--- src/rtl/cprv_hazard_unit_if.sv ---
// Bundle between the cprv64g ID/EX/MEM/WB pipeline and the EX-stage hazard unit.
// The pipeline drives through master; the hazard unit attaches through slave.
interface cprv_hazard_unit_if #(
  parameter int DATA_WIDTH = 64,
  parameter int NUM_RS     = 2,
  parameter int CNT_WIDTH  = 32
);
  logic [5*NUM_RS-1:0]          rs_addr_ex;
  logic [NUM_RS-1:0]            rs_used_ex;
  logic [DATA_WIDTH*NUM_RS-1:0] rs_data_id_ex;
  logic [4:0]                   rd_addr_ex;
  logic                         rd_en_ex;
  logic                         long_issue_ex;
  logic                         flush_ex;
  logic [6:0]                   opcode_mem;
  logic [4:0]                   rd_addr_mem;
  logic                         rd_en_mem;
  logic [DATA_WIDTH-1:0]        alu_out_mem;
  logic [6:0]                   opcode_wb;
  logic [4:0]                   rd_addr_wb;
  logic                         rd_en_wb;
  logic [DATA_WIDTH-1:0]        alu_out_wb;
  logic [DATA_WIDTH-1:0]        mem_data_wb;
  logic                         long_wb_valid;
  logic [4:0]                   long_wb_rd;
  logic [DATA_WIDTH-1:0]        long_wb_data;
  logic [DATA_WIDTH*NUM_RS-1:0] rs_data_ex;
  logic                         stall;
  logic [31:0]                  busy_o;
  logic [CNT_WIDTH-1:0]         stall_cycles;

  modport master (
    output rs_addr_ex, rs_used_ex, rs_data_id_ex, rd_addr_ex, rd_en_ex,
           long_issue_ex, flush_ex, opcode_mem, rd_addr_mem, rd_en_mem,
           alu_out_mem, opcode_wb, rd_addr_wb, rd_en_wb, alu_out_wb,
           mem_data_wb, long_wb_valid, long_wb_rd, long_wb_data,
    input  rs_data_ex, stall, busy_o, stall_cycles
  );

  modport slave (
    input  rs_addr_ex, rs_used_ex, rs_data_id_ex, rd_addr_ex, rd_en_ex,
           long_issue_ex, flush_ex, opcode_mem, rd_addr_mem, rd_en_mem,
           alu_out_mem, opcode_wb, rd_addr_wb, rd_en_wb, alu_out_wb,
           mem_data_wb, long_wb_valid, long_wb_rd, long_wb_data,
    output rs_data_ex, stall, busy_o, stall_cycles
  );
endinterface

--- src/rtl/cprv_hazard_unit.sv ---
// EX-stage operand forwarding, load-use / long-latency scoreboard stall
// generation and a saturating stall-cycle counter for the cprv64g pipeline.
module cprv_hazard_unit #(
  parameter int DATA_WIDTH = 64,
  parameter int NUM_RS     = 2,
  parameter int CNT_WIDTH  = 32
) (
  input  logic               clk,
  input  logic               rst_n,
  cprv_hazard_unit_if.slave  hz
);
  localparam logic [6:0] OPC_LOAD = 7'b0000011;

  logic [31:0]          busy_q;
  logic [31:0]          busy_d;
  logic [CNT_WIDTH-1:0] cnt_q;
  logic [NUM_RS-1:0]    load_use;
  logic [NUM_RS-1:0]    busy_hz;
  logic                 mem_is_load;
  logic                 wb_is_load;
  logic                 clr_en;
  logic                 set_en;
  logic                 waw;
  logic                 stall_raw;
  logic                 stall_int;

  assign mem_is_load = (hz.opcode_mem == OPC_LOAD);
  assign wb_is_load  = (hz.opcode_wb == OPC_LOAD);

  // Per-operand forwarding mux; priority order matters: MEM beats long-WB beats WB.
  for (genvar i = 0; i < NUM_RS; i++) begin : g_op
    logic [4:0]            rs;
    logic [DATA_WIDTH-1:0] id_val;
    logic                  mem_hit;
    logic                  long_hit;
    logic                  wb_hit;
    logic [DATA_WIDTH-1:0] fwd;

    assign rs       = hz.rs_addr_ex[5*i +: 5];
    assign id_val   = hz.rs_data_id_ex[DATA_WIDTH*i +: DATA_WIDTH];
    assign mem_hit  = hz.rd_en_mem && (rs == hz.rd_addr_mem);
    assign long_hit = hz.long_wb_valid && (rs == hz.long_wb_rd);
    assign wb_hit   = hz.rd_en_wb && (rs == hz.rd_addr_wb);

    always_comb begin
      fwd = id_val;
      if (rs == 5'd0) begin
        fwd = '0;
      end else if (mem_hit && !mem_is_load) begin
        fwd = hz.alu_out_mem;
      end else if (mem_hit) begin
        fwd = id_val;
      end else if (long_hit) begin
        fwd = hz.long_wb_data;
      end else if (wb_hit) begin
        fwd = wb_is_load ? hz.mem_data_wb : hz.alu_out_wb;
      end
    end

    assign hz.rs_data_ex[DATA_WIDTH*i +: DATA_WIDTH] = fwd;

    // A register being written back by the long unit this cycle is forwarded, so it is not a hazard.
    assign load_use[i] = (rs != 5'd0) && mem_hit && mem_is_load;
    assign busy_hz[i]  = busy_q[rs] && !long_hit;
  end

  assign clr_en = hz.long_wb_valid && (hz.long_wb_rd != 5'd0);

  assign waw = hz.rd_en_ex && (hz.rd_addr_ex != 5'd0) && busy_q[hz.rd_addr_ex]
               && !(clr_en && (hz.long_wb_rd == hz.rd_addr_ex));

  assign stall_raw = (|(hz.rs_used_ex & (load_use | busy_hz))) || waw;
  assign stall_int = stall_raw && !hz.flush_ex;

  assign set_en = hz.long_issue_ex && hz.rd_en_ex && (hz.rd_addr_ex != 5'd0)
                  && !stall_int && !hz.flush_ex;

  // Set is applied after clear so a same-register race keeps the younger op busy.
  always_comb begin
    busy_d = busy_q;
    if (clr_en) begin
      busy_d[hz.long_wb_rd] = 1'b0;
    end
    if (set_en) begin
      busy_d[hz.rd_addr_ex] = 1'b1;
    end
    busy_d[0] = 1'b0;
  end

  always_ff @(posedge clk or negedge rst_n) begin
    if (!rst_n) begin
      busy_q <= '0;
    end else begin
      busy_q <= busy_d;
    end
  end

  always_ff @(posedge clk or negedge rst_n) begin
    if (!rst_n) begin
      cnt_q <= '0;
    end else if (stall_int && (cnt_q != {CNT_WIDTH{1'b1}})) begin
      cnt_q <= cnt_q + 1'b1;
    end
  end

  assign hz.stall        = stall_int;
  assign hz.busy_o       = busy_q;
  assign hz.stall_cycles = cnt_q;
endmodule

--- src/flat_wrapper.sv ---
// flat-port wrapper written by rule: the top's interface ports become plain ports
module cprv_hazard_unit_flat 
#(
  parameter int DATA_WIDTH = 64,
  parameter int NUM_RS     = 2,
  parameter int CNT_WIDTH  = 32
)
  (clk, rst_n, hz_rs_addr_ex, hz_rs_used_ex, hz_rs_data_id_ex, hz_rd_addr_ex, hz_rd_en_ex, hz_long_issue_ex, hz_flush_ex, hz_opcode_mem, hz_rd_addr_mem, hz_rd_en_mem, hz_alu_out_mem, hz_opcode_wb, hz_rd_addr_wb, hz_rd_en_wb, hz_alu_out_wb, hz_mem_data_wb, hz_long_wb_valid, hz_long_wb_rd, hz_long_wb_data, hz_rs_data_ex, hz_stall, hz_busy_o, hz_stall_cycles);
  cprv_hazard_unit_if #(.DATA_WIDTH(DATA_WIDTH), .NUM_RS(NUM_RS), .CNT_WIDTH(CNT_WIDTH)) hz_i ();
  input  logic clk;
  input  logic rst_n;
  input wire logic [$bits(hz_i.rs_addr_ex)-1:0] hz_rs_addr_ex;
  input wire logic [$bits(hz_i.rs_used_ex)-1:0] hz_rs_used_ex;
  input wire logic [$bits(hz_i.rs_data_id_ex)-1:0] hz_rs_data_id_ex;
  input wire logic [$bits(hz_i.rd_addr_ex)-1:0] hz_rd_addr_ex;
  input wire logic [$bits(hz_i.rd_en_ex)-1:0] hz_rd_en_ex;
  input wire logic [$bits(hz_i.long_issue_ex)-1:0] hz_long_issue_ex;
  input wire logic [$bits(hz_i.flush_ex)-1:0] hz_flush_ex;
  input wire logic [$bits(hz_i.opcode_mem)-1:0] hz_opcode_mem;
  input wire logic [$bits(hz_i.rd_addr_mem)-1:0] hz_rd_addr_mem;
  input wire logic [$bits(hz_i.rd_en_mem)-1:0] hz_rd_en_mem;
  input wire logic [$bits(hz_i.alu_out_mem)-1:0] hz_alu_out_mem;
  input wire logic [$bits(hz_i.opcode_wb)-1:0] hz_opcode_wb;
  input wire logic [$bits(hz_i.rd_addr_wb)-1:0] hz_rd_addr_wb;
  input wire logic [$bits(hz_i.rd_en_wb)-1:0] hz_rd_en_wb;
  input wire logic [$bits(hz_i.alu_out_wb)-1:0] hz_alu_out_wb;
  input wire logic [$bits(hz_i.mem_data_wb)-1:0] hz_mem_data_wb;
  input wire logic [$bits(hz_i.long_wb_valid)-1:0] hz_long_wb_valid;
  input wire logic [$bits(hz_i.long_wb_rd)-1:0] hz_long_wb_rd;
  input wire logic [$bits(hz_i.long_wb_data)-1:0] hz_long_wb_data;
  output wire logic [$bits(hz_i.rs_data_ex)-1:0] hz_rs_data_ex;
  output wire logic [$bits(hz_i.stall)-1:0] hz_stall;
  output wire logic [$bits(hz_i.busy_o)-1:0] hz_busy_o;
  output wire logic [$bits(hz_i.stall_cycles)-1:0] hz_stall_cycles;
  assign hz_i.rs_addr_ex = hz_rs_addr_ex;
  assign hz_i.rs_used_ex = hz_rs_used_ex;
  assign hz_i.rs_data_id_ex = hz_rs_data_id_ex;
  assign hz_i.rd_addr_ex = hz_rd_addr_ex;
  assign hz_i.rd_en_ex = hz_rd_en_ex;
  assign hz_i.long_issue_ex = hz_long_issue_ex;
  assign hz_i.flush_ex = hz_flush_ex;
  assign hz_i.opcode_mem = hz_opcode_mem;
  assign hz_i.rd_addr_mem = hz_rd_addr_mem;
  assign hz_i.rd_en_mem = hz_rd_en_mem;
  assign hz_i.alu_out_mem = hz_alu_out_mem;
  assign hz_i.opcode_wb = hz_opcode_wb;
  assign hz_i.rd_addr_wb = hz_rd_addr_wb;
  assign hz_i.rd_en_wb = hz_rd_en_wb;
  assign hz_i.alu_out_wb = hz_alu_out_wb;
  assign hz_i.mem_data_wb = hz_mem_data_wb;
  assign hz_i.long_wb_valid = hz_long_wb_valid;
  assign hz_i.long_wb_rd = hz_long_wb_rd;
  assign hz_i.long_wb_data = hz_long_wb_data;
  assign hz_rs_data_ex = hz_i.rs_data_ex;
  assign hz_stall = hz_i.stall;
  assign hz_busy_o = hz_i.busy_o;
  assign hz_stall_cycles = hz_i.stall_cycles;
  cprv_hazard_unit #(.DATA_WIDTH(DATA_WIDTH), .NUM_RS(NUM_RS), .CNT_WIDTH(CNT_WIDTH)) u_core (.clk(clk), .rst_n(rst_n), .hz(hz_i));
endmodule
--- config.mk ---
export PLATFORM = sky130hd
export DESIGN_NAME = cprv_hazard_unit_flat
export DESIGN_NICKNAME = d
export VERILOG_FILES = /design/src/rtl/cprv_hazard_unit_if.sv /design/src/rtl/cprv_hazard_unit.sv /design/src/flat_wrapper.sv
export SDC_FILE = /design/constraint.sdc
export NUM_CORES = 1
export LEC_CHECK = 0
export BUFFER_PORTS_ARGS = -buffer_cell sky130_fd_sc_hd__buf_2
export CAP_MARGIN = 20
export CORE_AREA = 2 2 247 249
export CTS_CLUSTER_DIAMETER = 120
export DETAILED_ROUTE_END_ITERATION = 10
export DIE_AREA = 0 0 249 251
export GPL_TIMING_DRIVEN = 1
export SLEW_MARGIN = 20
export SYNTH_ARGS = -nofsm -noshare
export SYNTH_HDL_FRONTEND = slang
export SYNTH_SLANG_ARGS = --single-unit
--- constraint.sdc ---
create_clock -name clk -period 2.6 [get_ports clk]
set_input_delay 0.13 -clock clk [delete_from_list [all_inputs] [get_ports clk]]
set_output_delay 0.13 -clock clk [all_outputs]
set_load 0.02 [all_outputs]
==> reports/metrics.cfg <==
[cells_and_area]
fin_cells=2751
nets=2374
fill_cells=6634
layout-drive-gt1-share=0.459
area_growth_pct=60.8
design_area_um2=15400

[timing]
slew_viol_final=0
rsz0062_at_grt=yes
skew_ps=5.90
hold_violations=0
relSlewSlack=0.305
fin_ws_ps=-22.7
finalCriticalPeriod_ps=2620
worstMarginPinSlew_ps=1040
setup_viol=2
max_freq_mhz=381
min_period_over_period=1.01

[outcome]
outcome=finished with violations
violations=setup timing

[die]
coreArea_um2=59800
die-area_um2=62500
die_y_um=251
initial_core_util=0.161
die_w_um=249
row_count=90
ioPinCount=631

[grt]
grt_antenna_before_repair=47
grt-ovfl-total=0
grt_pass1_vias=13300
grt_pass1_wl_mm=92.4
grtUsageTotal=0.199
grt_max_degree=65

[worst_setup_path]
ff2ff_setup_slack_ps=-20
critPathLaunchType=flop
r2r-end=u_core.hz.stall_cycles[23]
worstPathRequired_ps=2840
timing.rr.start=u_core.hz.busy_o[27]
path_max_fanout=8
end_kind=flop
r2r_cells=11
path_class=reg -> reg
cp.arrival_ps=2860

[yosys]
synth.avg_cell_area_um2=7.58
synth_edf_count=0
async_flop_share=1.00
synth_common_cells=197 x a211oi_1, 150 x mux2i_1, 138 x nor2_1
yosysMostFrequentCell=a211oi_1
yosys_warnings=0
synth_cell_types=57
syn-num-nets=1706
yosys-top-cells-area=dfrtp_1 16%, mux2i_1 16%, a211oi_1 15%
synthCells=1267
syn-cell-area_um2=9600
ys_seq_area_frac=0.164
synth_top_cell_area_share=0.164
synthFlopType=dfrtp_1
synth_area_leader_cell=dfrtp_1
synth-seq-cells=63

[power]
vdd_drop_max_mv=0.534
power_density_nw_per_um2=319
p_leak_uw=0.00708

[routing]
wl_per_cell_um=24.4
drtAntennaViolNets=0
post_drt_via_cell_ratio=5.04
first_pass_iters=6
route.detailed.drc=0
drt_first_iter_violations=1299
vias=13900
wirelength_mm=67.2

[place]
hpwl_mm=53.6
numPortBuffers=629
placed_cell_area_um2=14700
place.gp.congestion=0.969
placedCellCount=2693

[cts]
clock_path_buffers=2
clk_pin_slew_ps=60
clk_latency_ps=330
cts_tree=yes
cts.htree.levels=3
clkSinkCount=63
clock-root-buffer=clkbuf_16
numCtsBuffers=9

[worst_hold_path]
hold_end=u_core.hz.busy_o[17]
hold_depth=4
min_from=hz_rd_addr_ex[4]
hold_path.class=in -> reg

[run]
drv_cap=0

## placed cells by master, fill, tap and decap left out, types with 27 or more instances in the layout
master,netlist,final
buf_4,5,136
nand2_1,85,85
a211oi_1,197,194
dfrtp_1,63,62
diode_2,0,29
buf_12,0,27
o21ai_0,54,49
nor2_1,138,135
buf_2,14,621
mux2i_1,150,150
xor2_1,53,53
a21oi_1,130,126
o221ai_1,64,63
## per-layer routing
layer  vias to the layer above  share of wire  GRT usage
met5                         -         0.0018          0
li1                       6250              -          -
met2                       918           0.47      0.328
met4                        18          0.068      0.128
met1                      6503           0.37      0.229
met3                       185          0.095     0.0526
## flip-flops by register name, indices dropped and copies added (netlist names)
signal	count
u_core.hz.stall_cycles	32
u_core.hz.busy_o	31
## metrics by stage
stage / TNS (ps) / util / worst slack (ps) / hold WS [ps] / total power [µW]
global route: -410 / 0.258 / -116 / 359 / 5150
CTS: -22.0 / 0.252 / -22.0 / 318 / 4840
finish: -29.7 / 0.258 / -22.7 / 326 / 4920
global placement: -109 / 0.246 / -58.6 / 174 / 3590
floorplan: 0 / - / 6.84 / -166 / 2380
detailed placement: -86.2 / 0.246 / -39.8 / 172 / 3600
## worst max-delay path, stage by stage (launching register included)
cell	delay, ps
dfrtp_1	400
mux4_2	260
nor2b_1	50
or4_1	480
a31oi_1	170
a211oi_1	80
o211a_4	190
buf_12	150
buf_12	130
buf_4	150
nor4_4	290
xor2_1	190
## logic make-up after synthesis
family	share of synthesized area
multiplexers	0.198
flip-flops	0.164
other	0.000390
XOR/XNOR	0.0602
adder cells (fa/ha/maj)	0.00130
AND/OR/NAND/NOR	0.183
buffers and inverters	0.0655
AO/OA/AOI/OAI	0.327
## how the worst max path moves through the flow
stage	startpoint	endpoint	slack, ps	depth (start not counted)
floorplan	u_core.hz.stall_cycles[13]	u_core.hz.stall_cycles[1]	7	10
global placement	hz_long_wb_rd[2]	hz_rs_data_ex[114]	-60	13
detailed placement	hz_rs_addr_ex[6]	hz_rs_data_ex[114]	-40	12
CTS	u_core.hz.busy_o[27]	hz_stall	-20	8
global route	u_core.hz.busy_o[27]	u_core.hz.stall_cycles[23]	-120	11
finish	u_core.hz.busy_o[27]	u_core.hz.stall_cycles[23]	-20	11
## power by group
group	switching (µW)	total (µW)	internal (µW)
Sequential	128	1200	1080
Combinational	1430	2490	1060
Clock	463	1230	771
## timing repair
item                                    4_1_cts  5_1_grt
gates resized for setup                       3       41
hold endpoints to repair                     63        0
endpoints found under the setup margin        4       29
pin swaps                                     1        8
hold buffers                                  1        0
gates cloned                                  0        3
buffers inserted                              1        8
## area by class of cell
| class | count | area, µm² | share of cell area |
|---|---|---|---|
| well taps | 782 | 978 | 0.0634 |
| diodes | 29 | 72.6 | 0.00470 |
| clock buffers | 10 | 239 | 0.0155 |
| repair buffers | 800 | 4880 | 0.316 |
| multi-input cells | 1056 | 7600 | 0.492 |
| flip-flops and latches | 63 | 1580 | 0.102 |
| inverters | 5 | 18.8 | 0.00122 |
| clock inverters | 6 | 70.1 | 0.00454 |
(Power assumes the default switching activity.)
